**src/rtl/mem_stage_pkg.sv**
```systemverilog
// mem_stage_pkg: shared types and defaults for the MEM pipeline stage.
//   state_t        - MEM-stage FSM encoding (IDLE/BUSY/DONE)
//   DATA_W_DEF     - default data/address width
//   TIMEOUT_CYC_DEF- default number of BUSY cycles before a memory abort
package mem_stage_pkg;
  localparam int DATA_W_DEF      = 16;
  localparam int TIMEOUT_CYC_DEF = 15;

  typedef enum logic [1:0] {
    IDLE = 2'b00,
    BUSY = 2'b01,
    DONE = 2'b10
  } state_t;
endpackage

```
**src/rtl/mem_stage_if.sv**
```systemverilog
// mem_stage_if: data-memory handshake between the MEM stage and memory.
//   Mem_Req   - one-cycle request pulse (master -> slave)
//   Mem_Wr    - 1 = store, 0 = load, valid with Mem_Req
//   Mem_Addr  - access address
//   Mem_WData - store data
//   Mem_Ack   - one-cycle completion pulse (slave -> master)
//   Mem_RData - load data, valid while Mem_Ack=1
interface mem_stage_if #(parameter int DATA_W = mem_stage_pkg::DATA_W_DEF);
  logic              Mem_Req;
  logic              Mem_Wr;
  logic [DATA_W-1:0] Mem_Addr;
  logic [DATA_W-1:0] Mem_WData;
  logic              Mem_Ack;
  logic [DATA_W-1:0] Mem_RData;

  modport master (output Mem_Req, Mem_Wr, Mem_Addr, Mem_WData,
                  input  Mem_Ack, Mem_RData);
  modport slave  (input  Mem_Req, Mem_Wr, Mem_Addr, Mem_WData,
                  output Mem_Ack, Mem_RData);
endinterface

```
**src/rtl/mem_stage_timeout_ctr.sv**
```systemverilog
// mem_timeout_ctr: clear/enable cycle counter with terminal-count flag.
//   clk, rst - clock, async active-low reset
//   clr_i    - synchronous clear (wins over en_i)
//   en_i     - count this cycle
//   tc_o     - high in the TIMEOUT_CYC-th enabled cycle since the last clear
module mem_timeout_ctr #(
  parameter int TIMEOUT_CYC = mem_stage_pkg::TIMEOUT_CYC_DEF
) (
  input  logic clk,
  input  logic rst,
  input  logic clr_i,
  input  logic en_i,
  output logic tc_o
);
  localparam int CW = $clog2(TIMEOUT_CYC + 1);

  logic [CW-1:0] cnt_q, cnt_d;

  always_comb begin
    cnt_d = cnt_q;
    if (clr_i)
      cnt_d = '0;
    else if (en_i && cnt_q != CW'(TIMEOUT_CYC))
      cnt_d = cnt_q + 1'b1;
  end

  always_ff @(posedge clk or negedge rst) begin
    if (!rst) cnt_q <= '0;
    else      cnt_q <= cnt_d;
  end

  // cnt_q holds the number of enabled cycles already elapsed, so the
  // TIMEOUT_CYC-th enabled cycle is the one that sees TIMEOUT_CYC-1.
  assign tc_o = en_i && (cnt_q == CW'(TIMEOUT_CYC - 1));
endmodule

```
**src/rtl/mem_stage.sv**
```systemverilog
// mem_stage: MEM stage of the 5-stage pipeline, between EX/MEM and MEM/WB.
// Issues one request per aligned load/store, stalls until Mem_Ack (or
// timeout), then presents the captured read data for one DONE cycle.
//   clk, rst          - clock, async active-low reset
//   Addr_FromX        - effective address       WriteData_FromX - store data
//   MemRead_FromX     - load in MEM slot        MemWrite_FromX  - store in MEM slot
//   WriteToReg_FromX  - instruction writes RF
//   mem (master)      - data-memory handshake (Mem_Req/Wr/Addr/WData/Ack/RData)
//   Mem_Stall         - freezes PC, IF/ID, ID/EX, EX/MEM
//   ReadData_ToW      - load data to MEM/WB (0 outside DONE)
//   WriteToReg_ToW    - gated RF write enable to MEM/WB
//   Err_Align         - misaligned access this cycle (combinational)
//   Err_Timeout       - sticky memory-timeout flag, cleared by reset only
//   Stall_Cnt         - saturating stall-cycle counter, present only when
//                       MEM_STALL_CNT_EN is defined
module mem_stage
  import mem_stage_pkg::*;
#(
  parameter int DATA_W      = DATA_W_DEF,
  parameter int TIMEOUT_CYC = TIMEOUT_CYC_DEF
) (
  input  logic              clk,
  input  logic              rst,
  input  logic [DATA_W-1:0] Addr_FromX,
  input  logic [DATA_W-1:0] WriteData_FromX,
  input  logic              MemRead_FromX,
  input  logic              MemWrite_FromX,
  input  logic              WriteToReg_FromX,
  mem_stage_if.master       mem,
  output logic              Mem_Stall,
  output logic [DATA_W-1:0] ReadData_ToW,
  output logic              WriteToReg_ToW,
  output logic              Err_Align,
  output logic              Err_Timeout
`ifdef MEM_STALL_CNT_EN
  ,
  output logic [15:0]       Stall_Cnt
`endif
);
  state_t            state_q;
  logic [DATA_W-1:0] rdata_q;
  logic              err_to_q;
  logic              access, req, tc;

  assign access    = MemRead_FromX | MemWrite_FromX;
  assign Err_Align = access & Addr_FromX[0];

  // Only IDLE issues; DONE still sees the same EX/MEM instruction and
  // must not re-issue it. Outputs are forced low while reset is held.
  assign req       = rst && (state_q == IDLE) && access && !Addr_FromX[0];
  assign Mem_Stall = req || (rst && state_q == BUSY);

  assign mem.Mem_Req   = req;
  assign mem.Mem_Wr    = MemWrite_FromX;   // load+store together acts as a store
  assign mem.Mem_Addr  = Addr_FromX;
  assign mem.Mem_WData = WriteData_FromX;

  assign ReadData_ToW   = (state_q == DONE) ? rdata_q : '0;
  assign WriteToReg_ToW = rst && WriteToReg_FromX && !Mem_Stall && !Err_Align;
  assign Err_Timeout    = err_to_q;

  mem_timeout_ctr #(.TIMEOUT_CYC(TIMEOUT_CYC)) u_to (
    .clk   (clk),
    .rst   (rst),
    .clr_i (req),
    .en_i  (state_q == BUSY),
    .tc_o  (tc)
  );

  always_ff @(posedge clk or negedge rst) begin
    if (!rst) begin
      state_q  <= IDLE;
      rdata_q  <= '0;
      err_to_q <= 1'b0;
    end else begin
      case (state_q)
        IDLE: if (req) state_q <= BUSY;
        BUSY: begin
          // Ack takes priority over a coincident timeout.
          if (mem.Mem_Ack) begin
            rdata_q <= MemWrite_FromX ? '0 : mem.Mem_RData;
            state_q <= DONE;
          end else if (tc) begin
            err_to_q <= 1'b1;
            rdata_q  <= '0;
            state_q  <= DONE;
          end
        end
        DONE:    state_q <= IDLE;
        default: state_q <= IDLE;
      endcase
    end
  end

`ifdef MEM_STALL_CNT_EN
  logic [15:0] stall_cnt_q;

  always_ff @(posedge clk or negedge rst) begin
    if (!rst)
      stall_cnt_q <= '0;
    else if (Mem_Stall && stall_cnt_q != 16'hFFFF)
      stall_cnt_q <= stall_cnt_q + 16'd1;
  end

  assign Stall_Cnt = stall_cnt_q;
`endif
endmodule

```
**src/flat_wrapper.sv**
```systemverilog
// flat-port wrapper written by rule: the top's interface ports become plain ports
module mem_stage_flat import mem_stage_pkg::*;
#(
  parameter int DATA_W      = DATA_W_DEF,
  parameter int TIMEOUT_CYC = TIMEOUT_CYC_DEF
)
  (clk, rst, Addr_FromX, WriteData_FromX, MemRead_FromX, MemWrite_FromX, WriteToReg_FromX, Mem_Stall, ReadData_ToW, WriteToReg_ToW, Err_Align, Err_Timeout, mem_Mem_Req, mem_Mem_Wr, mem_Mem_Addr, mem_Mem_WData, mem_Mem_Ack, mem_Mem_RData);
  mem_stage_if #(.DATA_W(DATA_W)) mem_i ();
  input  logic clk;
  input  logic rst;
  input  logic [DATA_W-1:0] Addr_FromX;
  input  logic [DATA_W-1:0] WriteData_FromX;
  input  logic MemRead_FromX;
  input  logic MemWrite_FromX;
  input  logic WriteToReg_FromX;
  output logic Mem_Stall;
  output logic [DATA_W-1:0] ReadData_ToW;
  output logic WriteToReg_ToW;
  output logic Err_Align;
  output logic Err_Timeout;
  output wire logic [$bits(mem_i.Mem_Req)-1:0] mem_Mem_Req;
  output wire logic [$bits(mem_i.Mem_Wr)-1:0] mem_Mem_Wr;
  output wire logic [$bits(mem_i.Mem_Addr)-1:0] mem_Mem_Addr;
  output wire logic [$bits(mem_i.Mem_WData)-1:0] mem_Mem_WData;
  input wire logic [$bits(mem_i.Mem_Ack)-1:0] mem_Mem_Ack;
  input wire logic [$bits(mem_i.Mem_RData)-1:0] mem_Mem_RData;
  assign mem_Mem_Req = mem_i.Mem_Req;
  assign mem_Mem_Wr = mem_i.Mem_Wr;
  assign mem_Mem_Addr = mem_i.Mem_Addr;
  assign mem_Mem_WData = mem_i.Mem_WData;
  assign mem_i.Mem_Ack = mem_Mem_Ack;
  assign mem_i.Mem_RData = mem_Mem_RData;
  mem_stage #(.DATA_W(DATA_W), .TIMEOUT_CYC(TIMEOUT_CYC)) u_core (.clk(clk), .rst(rst), .Addr_FromX(Addr_FromX), .WriteData_FromX(WriteData_FromX), .MemRead_FromX(MemRead_FromX), .MemWrite_FromX(MemWrite_FromX), .WriteToReg_FromX(WriteToReg_FromX), .mem(mem_i), .Mem_Stall(Mem_Stall), .ReadData_ToW(ReadData_ToW), .WriteToReg_ToW(WriteToReg_ToW), .Err_Align(Err_Align), .Err_Timeout(Err_Timeout));
endmodule
```
**config.mk**
```make
export PLATFORM = sky130hd
export DESIGN_NAME = mem_stage_flat
export DESIGN_NICKNAME = d
export VERILOG_FILES = /design/src/rtl/mem_stage_pkg.sv /design/src/rtl/mem_stage_if.sv /design/src/rtl/mem_stage_timeout_ctr.sv /design/src/rtl/mem_stage.sv /design/src/flat_wrapper.sv
export SDC_FILE = /design/constraint.sdc
export NUM_CORES = 1
export LEC_CHECK = 0
export ABC_AREA = 1
export BUFFER_PORTS_ARGS = -buffer_cell sky130_fd_sc_hd__buf_2
export CORE_UTILIZATION = 35
export DETAILED_ROUTE_END_ITERATION = 10
export PLACE_DENSITY = 0.71
export SKIP_CTS_REPAIR_TIMING = 1
export SLEW_MARGIN = 30
export SYNTH_ARGS = -nofsm -noshare
export SYNTH_HDL_FRONTEND = slang
export SYNTH_SLANG_ARGS = --single-unit
```
**constraint.sdc**
```tcl
create_clock -name clk -period 3.15 [get_ports clk]
set_input_delay 0.4725 -clock clk [delete_from_list [all_inputs] [get_ports clk]]
set_output_delay 0.4725 -clock clk [all_outputs]
set_load 0.05 [all_outputs]
```
Word level (Yosys, flattened, before mapping) --
Index checks and enable logic that the tools add are counted.
Cells by class: add/subtract/negate cells 1, eq/ne operators 6, muxes and demuxes 10, bitwise logic cells 3, reductions and logical operators 19
Operators by type and width (number):
- $mux W16 | 4
- $logic_and A1 B1 Y1 | 9
- $mux W4 | 2
- $mux W2 | 3
- $add A4 B1 Y4 const B | 1
- $eq A4 B4 Y1 const B | 1
- $ne A4 B4 Y1 const B | 1
- $pmux W2 S2 | 1
- $reduce_and A2 Y1 | 2
- $reduce_bool A2 Y1 | 2
- $logic_not A1 Y1 | 3
- $ne A3 B2 Y1 const B | 1
- $reduce_and A3 Y1 | 1
- $eq A2 B1 Y1 const B | 1
- $eq A2 B2 Y1 const B | 1
- $logic_not A2 Y1 | 1
- $ne A2 B1 Y1 const B | 1
- $and A1 B1 Y1 | 1
- $logic_or A1 B1 Y1 | 1
- $not A1 Y1 | 1
- $or A1 B1 Y1 | 1
Storage, ports and cells: bits in registers 23, input port bits 54, output and inout bits 54, logic and storage cells 43

Depth between registers and ports, before layout --
depth in word-level cells 8, depth in mapped cells 8, mapped depth without buffers 7

Hierarchy --
From an unflattened synthesis, not the netlist that was laid out.
Second synthesis, totals: cells, all modules 227, area total of the unflattened synthesis 1547.7 um2
Modules (own cells, without submodules):
- mem_stage | instances 1, cells an instance 194, area each 1301.2 um2, sequential area each 475.5 um2
- mem_timeout_ctr | instances 1, cells an instance 33, area each 246.5 um2, sequential area each 100.1 um2

Worst setup path after synthesis --
OpenSTA, ideal clock, no wires.
path kind input-to-output, start input MemRead_FromX, end output WriteToReg_ToW, data arrival time 1.857 ns, data required time 2.677 ns, setup slack 0.820 ns, stages 5, path buffers 0, path through inv_1 nand2_1 nand4_1 nand2_1 nor2_1
Between the ends: word-level cells in the longest chain between the ends 7, elaborated cells between the ends (all ways) 9, those cells by class bitwise (2); reduce/logical (7)
RTL lines:
- start, declared | line flat_wrapper.sv:13 | input logic MemRead_FromX;
- $or A1 B1 Y1 | line mem_stage.sv:45 | assign access = MemRead_FromX | MemWrite_FromX;
- $logic_and A1 B1 Y1 (2 in series) | line mem_stage.sv:50 | assign req = rst && (state_q == IDLE) && access && !Addr_FromX[0];
- $logic_or A1 B1 Y1 | line mem_stage.sv:51 | assign Mem_Stall = req || (rst && state_q == BUSY);
- net Mem_Stall | line flat_wrapper.sv:16 | output logic Mem_Stall;
- $logic_not A1 Y1 | line mem_stage.sv:59 | assign WriteToReg_ToW = rst && WriteToReg_FromX && !Mem_Stall && !Err_Align;
- $logic_and A1 B1 Y1 (2 in series) | line mem_stage.sv:59
- end, declared | line flat_wrapper.sv:18 | output logic WriteToReg_ToW;
The timed path passes the listed nets, and every way through them passes these cells.

Worst setup path after layout --
start input rst, end output Mem_Stall
Between the ends: word-level cells in the longest chain between the ends 4, elaborated cells between the ends (all ways) 5, those cells by class reduce/logical (5)
RTL lines:
- start, declared | line flat_wrapper.sv:10 | input logic rst;
- $logic_and A1 B1 Y1 (3 in series) | line mem_stage.sv:50
- $logic_or A1 B1 Y1 * | line mem_stage.sv:51
- end, declared | line flat_wrapper.sv:16
Mark *: on every way between the ends. The rest lies on a longest branch, timed or not.

==> flow_summary.rst <==
.. list-table::
   :header-rows: 1

   * - Metric
     - Value
   * - Htree depth
     - 1
   * - Clock power frac
     - 22.5%
   * - Pin count of the biggest net entering global routing
     - 27
   * - Startpoint type of the worst setup path
     - input pin
   * - CP max stage cell
     - sky130_fd_sc_hd__buf_2
   * - Vias post-DR
     - between 1,000 and 1,500
   * - Detail Route Antenna Nets
     - 0
   * - R2R cell count
     - 7
   * - Inserted Clock Buffers
     - 3
   * - Sequential standard cell area
     - 576 µm²
   * - Largest stage delay on the critical path
     - roughly 0.45 ns
   * - Net switching power
     - 0.261 mW
   * - Routability Congestion
     - between 0.9 and 1
   * - Worst Setup Path Type
     - in2out
   * - DRT Pass-1 Iters
     - 4
   * - Portion of the post-synthesis area used by sequential elements
     - approximately two fifths
   * - Count of buffer and inverter cells on the critical path
     - 2
   * - Post-layout net count
     - 260
   * - Maximum clock insertion buffer count
     - 2
   * - Number of stages on the worst setup path
     - 4
   * - F_max
     - around 450 MHz
   * - Total track usage
     - 13.4%
   * - Mean post-synth cell area
     - 7.51 µm²
   * - Worst min-delay path class
     - in2async
   * - Total negative setup slack
     - 0 ns
   * - Final count of negative-setup-slack endpoints
     - 0
   * - Slew Limit Headroom
     - around 54%
   * - Insertion delay of the later-clocked pin in the worst-skew pair
     - 0.25 ns
   * - CTS Root Buffer Type
     - sky130_fd_sc_hd__clkbuf_8
   * - Remaining global-route overflow
     - 0
   * - Antenna violations before repair
     - 0
   * - Crit path max-delay family
     - buffers and inverters
   * - Post-route standard cell area excluding fillers
     - ~1500 µm²
   * - Period utilisation layout
     - between 70% and 80%
   * - Final Hold Fails
     - 0
   * - Data required, critical path
     - ~2.7 ns
   * - Kind of end point of the critical path
     - output port
   * - TritonCTS sink count
     - 23
   * - TritonCTS clock tree
     - built
   * - DRC violation count after routing
     - 0
   * - Fraction of final layout cells sized beyond drive strength 1
     - about 28%
   * - Core area
     - 3800 µm²
   * - Largest area contributor in the netlist
     - sky130_fd_sc_hd__dfrtp_1
   * - Number of nets produced by synthesis
     - 247
   * - Die extent in x
     - between 60 and 70 µm
   * - Result of the run
     - completed
   * - Leakage power
     - approximately 0.86 nW
   * - Top fanout value on the critical path
     - 26
   * - Standard-cell row count
     - 22
   * - Highest ir drop seen on vdd
     - roughly 0.00016 V
   * - Number of top-level pins
     - roughly 110
   * - WP data arrival
     - about 1.8 ns
   * - Wire length per cell
     - 10.8 µm
   * - Chain of cells forming the critical path
     - buf_2 -> nand4_1 -> nand2_1 -> buf_2
   * - Ant diodes
     - 0
   * - Initial Util
     - 37.8%
   * - Clock Pin Slew Worst Setup and Hold Paths
     - 0.07 ns
   * - Register bit count reported by yosys
     - 23
   * - Yosys warning count
     - 0
   * - Synthesized instance count
     - 191
   * - Starting DRC count in detailed routing
     - around 50
   * - Vert. Die Dim
     - ~66 µm
   * - Detailed-route wire length
     - 2700 µm
   * - Final min period
     - 2.22 ns
   * - Global-route wire length before repair
     - about 4500 µm
   * - Transition time at the pin with the least slew margin
     - just under 0.7 ns
   * - Vias in the first global route
     - around 1,000
   * - Most area-consuming cells after synthesis
     - sky130_fd_sc_hd__dfrtp_1, sky130_fd_sc_hd__buf_4, sky130_fd_sc_hd__nand2_1
   * - Dpl hpwl
     - approximately 1900 µm
   * - Total power per unit cell area
     - slightly above 500 nW/µm²
   * - Switching Share
     - about a third
   * - Average via count per standard cell
     - 4.44
   * - Max-slew violation total from the final report
     - 0
   * - Worst clock skew on the final layout
     - 0.00307 ns
   * - Filler cell count in the final layout
     - a little over 400
   * - Hold Slack
     - around 0.20 ns
   * - Count of different cell masters after synthesis
     - 20
   * - Sequential share of power
     - between 50% and 60%
   * - Area share of the largest cell type after synthesis
     - 40.1%
   * - Area delta synth->final
     - 3.84%
   * - Area of placed instances
     - 1450 µm²
   * - Max cap viols
     - 0
   * - Most numerous cell on the critical path
     - sky130_fd_sc_hd__buf_2
   * - Quantity of I/O buffers inserted on ports
     - 45
   * - Die ar.
     - between 4000 and 5000 µm²
   * - Comb power frac
     - between 20% and 30%
   * - Area taken by multi-input logic gates
     - roughly 480 µm²
   * - Netlist Area Pre-Place
     - around 1400 µm²
   * - Cell Int Power
     - between 0.5 and 0.6 mW
   * - Setup repair after global routing missed its margin
     - false
-- power groups by stage --
stage                     Combinational, mW  Sequential, mW  Clock, mW
final                                 0.206           0.392      0.174
after global routing                  0.238           0.401      0.195
after global placement                0.206           0.396          0
after floorplan                       0.267           0.390          0
after detailed placement              0.209           0.397          0
after CTS                             0.209           0.392      0.180
-- metal layers --
metal	GRT usage, %	up-vias	share of wire, %
met5	0	-	0
met4	6.38	0	1.6
met3	3.10	6	8.6
met2	21.4	46	44
met1	17.0	497	46
li1	-	565	-
-- synthesized netlist by cell type, drive strengths merged --
cell type and n:
xor2 1, clkbuf 1, nand4 2, nand3 21, nand2 44, dfrtp 23, a21oi 1, ha 2
o21bai 1, nor2 28, o21ai 3, inv 28, buf 36
-- final timing paths --
check	to	from	slack [ns]
setup / recovery	Mem_Stall	rst	0.93
hold / removal	u_core.u_to.cnt_q[0]	rst	0.20
setup reg to reg	u_core.rdata_q[3]	u_core.u_to.cnt_q[0]	1.51
hold reg to reg	u_core.rdata_q[14]	u_core.rdata_q[14]	0.48
max in group asynchronous	u_core.state_q[0]	rst	2.58
min in group clk	u_core.rdata_q[6]	mem_Mem_RData[6]	0.44
-- sequential cells by signal, summed over array words and instances, names as in the netlist --
register / cells
u_core.rdata_q: 16
u_core.Err_Timeout: 1
u_core.state_q: 2
u_core.u_to.cnt_q: 4
-- per-stage QoR --
step	power [mW]	utilization (%)	setup slack, ns	cells
final	0.772	39.2	0.928	251
after global placement	0.602	38.0	0.957	247
after global routing	0.834	39.2	0.755	251
after detailed placement	0.606	38.0	0.894	247
after floorplan	0.657	-	0.820	191
after CTS	0.781	39.2	0.898	251
-- layout by cell type, fill, tap and decap left out, drive strengths merged --
cell type	instances
xor2	1
buf	45
dfrtp	23
o21bai	1
ha	2
inv	28
clkbuf	4
nand4	2
nand3	21
o21ai	3
nor2	28
a21oi	1
nand2	44
-- cell type report --
| class | instances | share of cell area [%] |
|---|---|---|
| repair buffers | 45 | 15.1 |
| clock buffers | 4 | 3.02 |
| well taps | 48 | 4.03 |
| flip-flops and latches | 23 | 38.6 |
| multi-input cells | 103 | 32.2 |
| inverters | 28 | 7.05 |
-- kinds of logic after synthesis --
kind of cell / share of synthesized area, %
flip-flops: 40.1
adder cells (fa/ha/maj): 1.74
AND/OR/NAND/NOR: 28.1
XOR/XNOR: 0.610
buffers and inverters: 26.5
AO/OA/AOI/OAI: 2.96
(Power assumes the default switching activity.)
